$ cat src/rtl/i4003_pkg.sv
// Shared constants and types for the i4003 shift-chain controller.
package i4003_pkg;

  // Bits per i4003 device.
  localparam int SR_BITS = 10;

  // Controller sequence: idle, cp low phase, cp high phase, completion.
  typedef enum logic [1:0] {
    IDLE = 2'd0,
    LOW  = 2'd1,
    HIGH = 2'd2,
    DONE = 2'd3
  } state_e;

endpackage

$ cat src/rtl/i4003_phase_timer.sv
// DIV-cycle phase timer shared by the LOW and HIGH phases of the cp waveform.
// last_clk_o is high on the final clock of a phase; restart_i starts a new phase.
module i4003_phase_timer #(
  parameter int DIV = 2
) (
  input  logic clk,
  input  logic rst_n,
  input  logic restart_i,
  output logic last_clk_o
);

  localparam int CW = $clog2(DIV) + 1;
  localparam logic [CW-1:0] LAST = CW'(DIV - 1);

  logic [CW-1:0] cnt_q;

  // Count clocks within the current phase, saturating at the last one.
  always_ff @(posedge clk or negedge rst_n) begin
    if (!rst_n) begin
      cnt_q <= '0;
    end else if (restart_i) begin
      cnt_q <= '0;
    end else if (cnt_q != LAST) begin
      cnt_q <= cnt_q + 1'b1;
    end
  end

  assign last_clk_o = (cnt_q == LAST);

endmodule

$ cat src/rtl/i4003_shift_ctrl.sv
// Sequencer for a chain of i4003 shift registers: serialises a parallel word
// onto sr_data/sr_cp while capturing the chain's previous contents from sr_sout.
module i4003_shift_ctrl
  import i4003_pkg::*;
#(
  parameter int CHAIN = 1,
  parameter int DIV   = 2,
  parameter int BLANK = 1,
  localparam int W    = SR_BITS * CHAIN
) (
  input  logic         clk,
  input  logic         rst_n,
  input  logic         ld_valid,
  output logic         ld_ready,
  input  logic [W-1:0] ld_data,
  output logic         rd_valid,
  output logic [W-1:0] rd_data,
  output logic         busy,
  output logic         sr_cp,
  output logic         sr_data,
  output logic         sr_e,
  input  logic         sr_sout
);

  localparam int BW = $clog2(W + 1);
  localparam logic [BW-1:0] W_CNT = BW'(W);

  state_e          state_q;
  // The MSB of a word goes straight to sr_data, so tx only holds the rest.
  logic [W-2:0]    tx_q;
  logic [W-1:0]    rx_q;
  logic [W-1:0]    rd_data_q;
  logic [BW-1:0]   bit_cnt_q;
  logic [BW-1:0]   bit_cnt_d;
  logic            sr_cp_q;
  logic            sr_data_q;
  logic            sr_e_q;
  logic            rd_valid_q;
  logic            primed_q;
  logic            last_clk;
  logic            timer_restart;

  assign bit_cnt_d = bit_cnt_q + 1'b1;

  // A new phase begins on every phase boundary and on leaving IDLE.
  assign timer_restart = (state_q == IDLE) || last_clk;

  i4003_phase_timer #(
    .DIV(DIV)
  ) u_timer (
    .clk        (clk),
    .rst_n      (rst_n),
    .restart_i  (timer_restart),
    .last_clk_o (last_clk)
  );

  // Main sequencer with all chain-facing outputs registered.
  always_ff @(posedge clk or negedge rst_n) begin
    if (!rst_n) begin
      state_q    <= IDLE;
      tx_q       <= '0;
      rx_q       <= '0;
      rd_data_q  <= '0;
      bit_cnt_q  <= '0;
      sr_cp_q    <= 1'b0;
      sr_data_q  <= 1'b0;
      sr_e_q     <= 1'b0;
      rd_valid_q <= 1'b0;
      primed_q   <= 1'b0;
    end else begin
      rd_valid_q <= 1'b0;
      case (state_q)
        IDLE: begin
          if (ld_valid) begin
            tx_q      <= ld_data[W-2:0];
            sr_data_q <= ld_data[W-1];
            bit_cnt_q <= '0;
            sr_cp_q   <= 1'b0;
            if (BLANK != 0) begin
              sr_e_q <= 1'b0;
            end
            state_q   <= LOW;
          end
        end
        LOW: begin
          // Sample the chain output just before the rising cp edge shifts it.
          if (last_clk) begin
            rx_q    <= {rx_q[W-2:0], sr_sout};
            sr_cp_q <= 1'b1;
            state_q <= HIGH;
          end
        end
        HIGH: begin
          // Falling cp edge: sr_data only ever moves together with cp going low.
          if (last_clk) begin
            sr_cp_q   <= 1'b0;
            bit_cnt_q <= bit_cnt_d;
            if (bit_cnt_d < W_CNT) begin
              sr_data_q <= tx_q[W-2];
              tx_q      <= {tx_q[W-3:0], 1'b0};
              state_q   <= LOW;
            end else begin
              rd_data_q  <= rx_q;
              rd_valid_q <= 1'b1;
              primed_q   <= 1'b1;
              sr_e_q     <= 1'b1;
              state_q    <= DONE;
            end
          end
        end
        DONE: begin
          sr_e_q  <= primed_q;
          state_q <= IDLE;
        end
        default: begin
          state_q <= IDLE;
        end
      endcase
    end
  end

  assign ld_ready = (state_q == IDLE);
  assign busy     = (state_q != IDLE);
  assign rd_valid = rd_valid_q;
  assign rd_data  = rd_data_q;
  assign sr_cp    = sr_cp_q;
  assign sr_data  = sr_data_q;
  assign sr_e     = sr_e_q;

endmodule

$ cat config.mk
export PLATFORM = sky130hd
export DESIGN_NAME = i4003_shift_ctrl
export DESIGN_NICKNAME = d
export VERILOG_FILES = /design/src/rtl/i4003_pkg.sv /design/src/rtl/i4003_phase_timer.sv /design/src/rtl/i4003_shift_ctrl.sv
export SDC_FILE = /design/constraint.sdc
export NUM_CORES = 1
export LEC_CHECK = 0
export ABC_AREA = 1
export CAP_MARGIN = 25
export CELL_PAD_IN_SITES_DETAIL_PLACEMENT = 1
export CELL_PAD_IN_SITES_GLOBAL_PLACEMENT = 1
export CORE_ASPECT_RATIO = 1.1
export CORE_UTILIZATION = 32
export DETAILED_ROUTE_END_ITERATION = 16
export PLACE_DENSITY = 0.64
export RECOVER_POWER = 100
export SYNTH_ARGS = -nofsm -noshare
export SYNTH_HDL_FRONTEND = slang
export SYNTH_SLANG_ARGS = --single-unit
$ cat constraint.sdc
create_clock -name clk -period 2.9 [get_ports clk]
set_input_delay 0.725 -clock clk [delete_from_list [all_inputs] [get_ports clk]]
set_output_delay 0.725 -clock clk [all_outputs]
set_load 0.01 [all_outputs]
# Word-level counts from Yosys, hierarchy flattened
# Cells that the tools add are included.
dict set report classes {
  bitwise 1
  mux 28
  addsub 2
  n_eq_ne 10
  reduce_logical 14
  magnitude_cmp 1
}
# cell n
set ops {}
lappend ops {{9-bit two-way mux} 3}
lappend ops {{9-bit one-hot mux with 2 select lines} 1}
lappend ops {{2-bit two-way mux} 6}
lappend ops {{4-bit AND reduction} 3}
lappend ops {{1-bit two-way mux} 11}
lappend ops {{2-bit != test (second input constant)} 5}
lappend ops {{3-bit AND reduction} 3}
lappend ops {{4-bit two-way mux} 2}
lappend ops {{2-bit one-hot mux with 4 select lines} 1}
lappend ops {{4-bit one-hot mux with 2 select lines} 1}
lappend ops {{1-bit one-hot mux with 3 select lines} 2}
lappend ops {{2-bit nonzero test} 3}
lappend ops {{3-bit nonzero test} 2}
lappend ops {{4-bit by 1-bit adder with 4-bit output (second input constant)} 1}
lappend ops {{2-bit by 1-bit equality test with 1-bit output (second input constant)} 2}
lappend ops {{2-bit equality test (second input constant)} 2}
lappend ops {{4-bit less-than comparator (second input constant)} 1}
lappend ops {{2-bit by 1-bit adder with 2-bit output (second input constant)} 1}
lappend ops {{2-bit logical NOT} 1}
lappend ops {{2-bit by 1-bit != test with 1-bit output (second input constant)} 1}
lappend ops {{1-bit one-hot mux with 2 select lines} 1}
lappend ops {{2-bit AND reduction} 1}
lappend ops {{1-bit logical OR} 1}
lappend ops {{1-bit NOT} 1}
dict set report totals {
  output_inout_bits 16
  elab_cells 67
  regBits 42
  input_bits 14
}

# Logic depth before layout (Yosys ltp)
dict set report logic_depth {
  word_depth 5
  mapped_depth 9
}

# Cells and area by module
# Synthesis repeated with hierarchy kept, for this count alone.
dict set report hier_totals {
  cells_unflattened 241
  hier_area_um2 1938.1
}
# mod seq_area_each_um2 n_inst area_per_inst_um2 cells_each
set by_module_without_submodules {}
lappend by_module_without_submodules {i4003_shift_ctrl 1001.0 1 1829.3 227}
lappend by_module_without_submodules {i4003_phase_timer 50.0 1 108.9 14}

# Worst setup path before layout
# Ideal clock, no wire load.
dict set report synth_timing {
  path_type {flip-flop to output port}
  start {register state_q[0]}
  end {output busy}
  arrival_time_ns 0.775
  path_stages_with_launch 3
  path_slack_ns 1.400
  required_time_ns 2.175
  path_cell_list {dfrtp_1 nor2_2 inv_1}
}
dict set report synth_via {
  elab_chain_len 1
}
# item line_no
set synth_rtl {}
lappend synth_rtl {{from (decl)} i4003_shift_ctrl.sv:28} ;# state_e state_q;
lappend synth_rtl {{from (signal assigned)} i4003_shift_ctrl.sv:60} ;# state_q <= IDLE;
lappend synth_rtl {{from (signal assigned)} i4003_shift_ctrl.sv:82} ;# state_q <= LOW;
lappend synth_rtl {{from (signal assigned)} i4003_shift_ctrl.sv:90} ;# state_q <= HIGH;
lappend synth_rtl {{2-bit nonzero test} i4003_shift_ctrl.sv:123} ;# assign busy = (state_q != IDLE);
lappend synth_rtl {{to (decl)} i4003_shift_ctrl.sv:18} ;# output logic busy,
# Every way passes these cells.

# Final worst setup path
dict set report layout_timing {
  start {register state_q[0]}
  end {output ld_ready}
}
dict set report layout_via {
  elab_chain_len 1
}
# item line_no
set layout_rtl {}
lappend layout_rtl {{2-bit logical NOT} i4003_shift_ctrl.sv:122} ;# assign ld_ready = (state_q == IDLE);
lappend layout_rtl {{to (decl)} i4003_shift_ctrl.sv:14} ;# output logic ld_ready,
# Every way passes these cells.

==> Implementation_results.wiki <==
{| class="wikitable"
! Metric !! Value
|-
| Status || finished clean
|-
| YS warnings || 0
|-
| DPL Wire Length || 2.85 mm
|-
| Root buffer cell || sky130_fd_sc_hd__clkbuf_8
|-
| 1st-pass router iterations || 4
|-
| Area used by multi-input combinational logic || 667 sq um
|-
| Count of routing violations after the opening detailed-route iteration || slightly below 70
|-
| Number of routed nets with antenna violations || 0
|-
| Maximum number of buffers from clock root to sink || 2
|-
| M3 GR Usage || 0.0461
|-
| Vias after detailed routing || 1461
|-
| Register area share after synthesis || 0.553
|-
| Synth Net Count || 239
|-
| Count of nets after finishing || 269
|-
| Met2 Usage GRT || 0.224
|-
| Area of the core || roughly 5700 sq um
|-
| GRT Resource Usage Total || 0.146
|-
| Via count of the first global-routing pass || 1432
|-
| Leftover overflow at the end of global routing || 0
|-
| Total inserted antenna cells || 0
|-
| Kind of end point of the critical path || primary output
|-
| CTS sink count || between 40 and 50
|-
| Slew Viols, Final || 0
|-
| M1 GR Usage || 0.192
|-
| Wire length after detailed routing || between 4 and 5 mm
|-
| Power per cell area || around 840 nW/um^2
|-
| Vias per cell || around 4.4
|-
| TritonCTS clock tree || built
|-
| Initial Utilization || 0.332
|-
| CP required || 2.17 ns
|-
| Final hold vios || 0
|-
| Category of the worst setup path launch point || register
|-
| Filler cells || around 730
|-
| Worst relative slew slack || 0.491
|-
| Average wire length per cell after detail routing || ~12 microns
|-
| Worst hold-check slack || between 0.4 and 0.5 ns
|-
| Largest net degree at the start of global routing || 43
|-
| Unrepaired setup endpoints after global routing || false
|-
| Number of remaining DRC errors || 0
|-
| GPL Wtd Cong || approximately 0.72
|-
| WP data arrival || about 1.7 ns
|-
| Synth unique cells || 22
|-
| Count of final setup violators || 0
|-
| Number of primary I/O pins || 30
|-
| FF+latch area || between 1000 and 1500 sq um
|-
| Max-cap violations || 0
|-
| Share of the cycle needed by the critical path after routing || 0.834
|-
| Die height || slightly above 80 microns
|-
| Most common cell after layout, fill and taps aside || sky130_fd_sc_hd__nand2_1
|-
| Top library cells by usage in the layout, fill and taps aside || sky130_fd_sc_hd__nand2_1 (96), sky130_fd_sc_hd__dfrtp_1 (42), sky130_fd_sc_hd__inv_1 (22), sky130_fd_sc_hd__o21ai_0 (19), sky130_fd_sc_hd__dlygate4sd3_1 (15)
|-
| Type of the setup path with the least slack || reg2out
|-
| Post-synth design cell area || between 1500 and 2000 sq um
|-
| Min Tclk post-route || 2.42 ns
|-
| Synth-to-layout area growth || 21.3%
|-
| Maximum level of the CTS H-tree || 2
|-
| Clk_skew || approximately 0.0062 ns
|-
| Post-CTS setup buffer count || 0
|-
| Floorplan die area || around 6300 sq um
|-
| Post-CTS Resized || 0
|-
| Site Rows || 29
|-
| Peak fanout along the critical path || 6
|-
| Post-Syn Instances || about 220
|-
| Peak VDD IR || 365 uV
|-
| Initial antenna violation count || 0
|-
| Ratio of cells with drive above 1 in the final layout || 0.0551
|-
| Width of the die || approximately 76 microns
|-
| Number of buffers inserted by hold repair at cts || 0
|-
| Clock transition at path regs || about 0.08 ns
|-
| Wire length of the first global-routing pass || 6.84 mm
|-
| Total negative slack || 0 ns
|-
| Worst hold path class || in2async
|-
| Later-pin clock latency in the skew report || ~0.30 ns
|-
| Static leakage || 1.19 nW
|-
| Clock buffers created by TritonCTS || 5
|-
| Average cell area after synthesis || between 8 and 9 sq um
|-
| Max Clk Rate || just over 0.4 GHz
|-
| Worst slew pin tran || ~0.76 ns
|-
| Most utilized layer in the global route result || met2
|-
| Flops & latches, synth || 42
|-
| I/O Buffers || 29
|}
==> cells by family after synthesis <==
kind of cell | synth area share
flops | 0.553
simple gates | 0.276
fa+ha+maj | 0.0132
compound gates | 0.0829
buf+inv | 0.0757
==> synthesized netlist by cell type (all sizes together) <==
master,instances,share of area
ha,2,0.013
buf,7,0.028
o21ai,22,0.074
dfrtp,42,0.55
nand3b,2,0.0079
clkbuf,1,0.0020
nor3,2,0.0053
nand2,96,0.19
inv,23,0.045
o21a,1,0.0039
nand3,14,0.039
a21oi,2,0.0053
nand4,1,0.0033
nor2,8,0.026
==> worst max-delay path, cell delays in order (launching register included) <==
cell,delay (ns)
sky130_fd_sc_hd__dfrtp_1,0.46
sky130_fd_sc_hd__nor2_1,0.28
sky130_fd_sc_hd__dlygate4sd3_1,0.65
==> final timing paths <==
kind / start / endpoint / slack (ns) / cells after the start
worst max-delay path: state_q[0] / ld_ready / 0.48 / 2
worst min-delay path: rst_n / tx_q[2] / 0.42 / 1
worst max register to register: state_q[0] / rd_data[3] / 0.76 / 6
worst min register to register: u_timer.cnt_q[0] / u_timer.cnt_q[0] / 0.46 / 1
max in group asynchronous: rst_n / rd_data[6] / 1.89 / 2
min in group clk: u_timer.cnt_q[0] / u_timer.cnt_q[0] / 0.46 / 1
==> report_power, final <==
group          internal [mW]  total (mW)  switching (mW)
sequential             0.754       0.855           0.101
clock                  0.197       0.404           0.207
combinational          0.248       0.683           0.434
total                   1.20        1.94           0.742
==> state kept, by name (all words and copies together), names as in the netlist <==
name           flops
bit_cnt_q          4
primed_q           1
rd_data           10
rd_valid           1
rx_q              10
sr_cp              1
sr_data            1
sr_e               1
state_q            2
tx_q               9
u_timer.cnt_q      2
==> through the flow <==
step                power (mW)  utilization  cell area, sq um  cells  worst slack (ns)
floorplan                 1.37            -              1900    223              1.40
global placement          1.58        0.390              2230    322             0.722
detailed placement        1.60        0.390              2230    322             0.677
CTS                       2.02        0.406              2330    330             0.592
global route              2.12        0.402              2310    331             0.378
finish                    1.94        0.402              2310    331             0.481
==> final cells by class <==
cell class                      count  area share
Tap cell                           77      0.0418
Inverter                           23      0.0374
Sequential cell                    42       0.456
Multi-Input combinational cell    150       0.289
Clock inverter                      1     0.00380
Timing Repair Buffer               31       0.135
Clock buffer                        7      0.0374
==> routing by layer <==
metal | wire length, microns | vias up | part of all wire
met2 | 1950 | 25 | 0.48
met1 | 1900 | 683 | 0.47
li1 | - | 749 | -
met3 | 170 | 4 | 0.042
met4 | 44 | 0 | 0.011
met5 | 0 | - | 0
(Power assumes the default switching activity.)
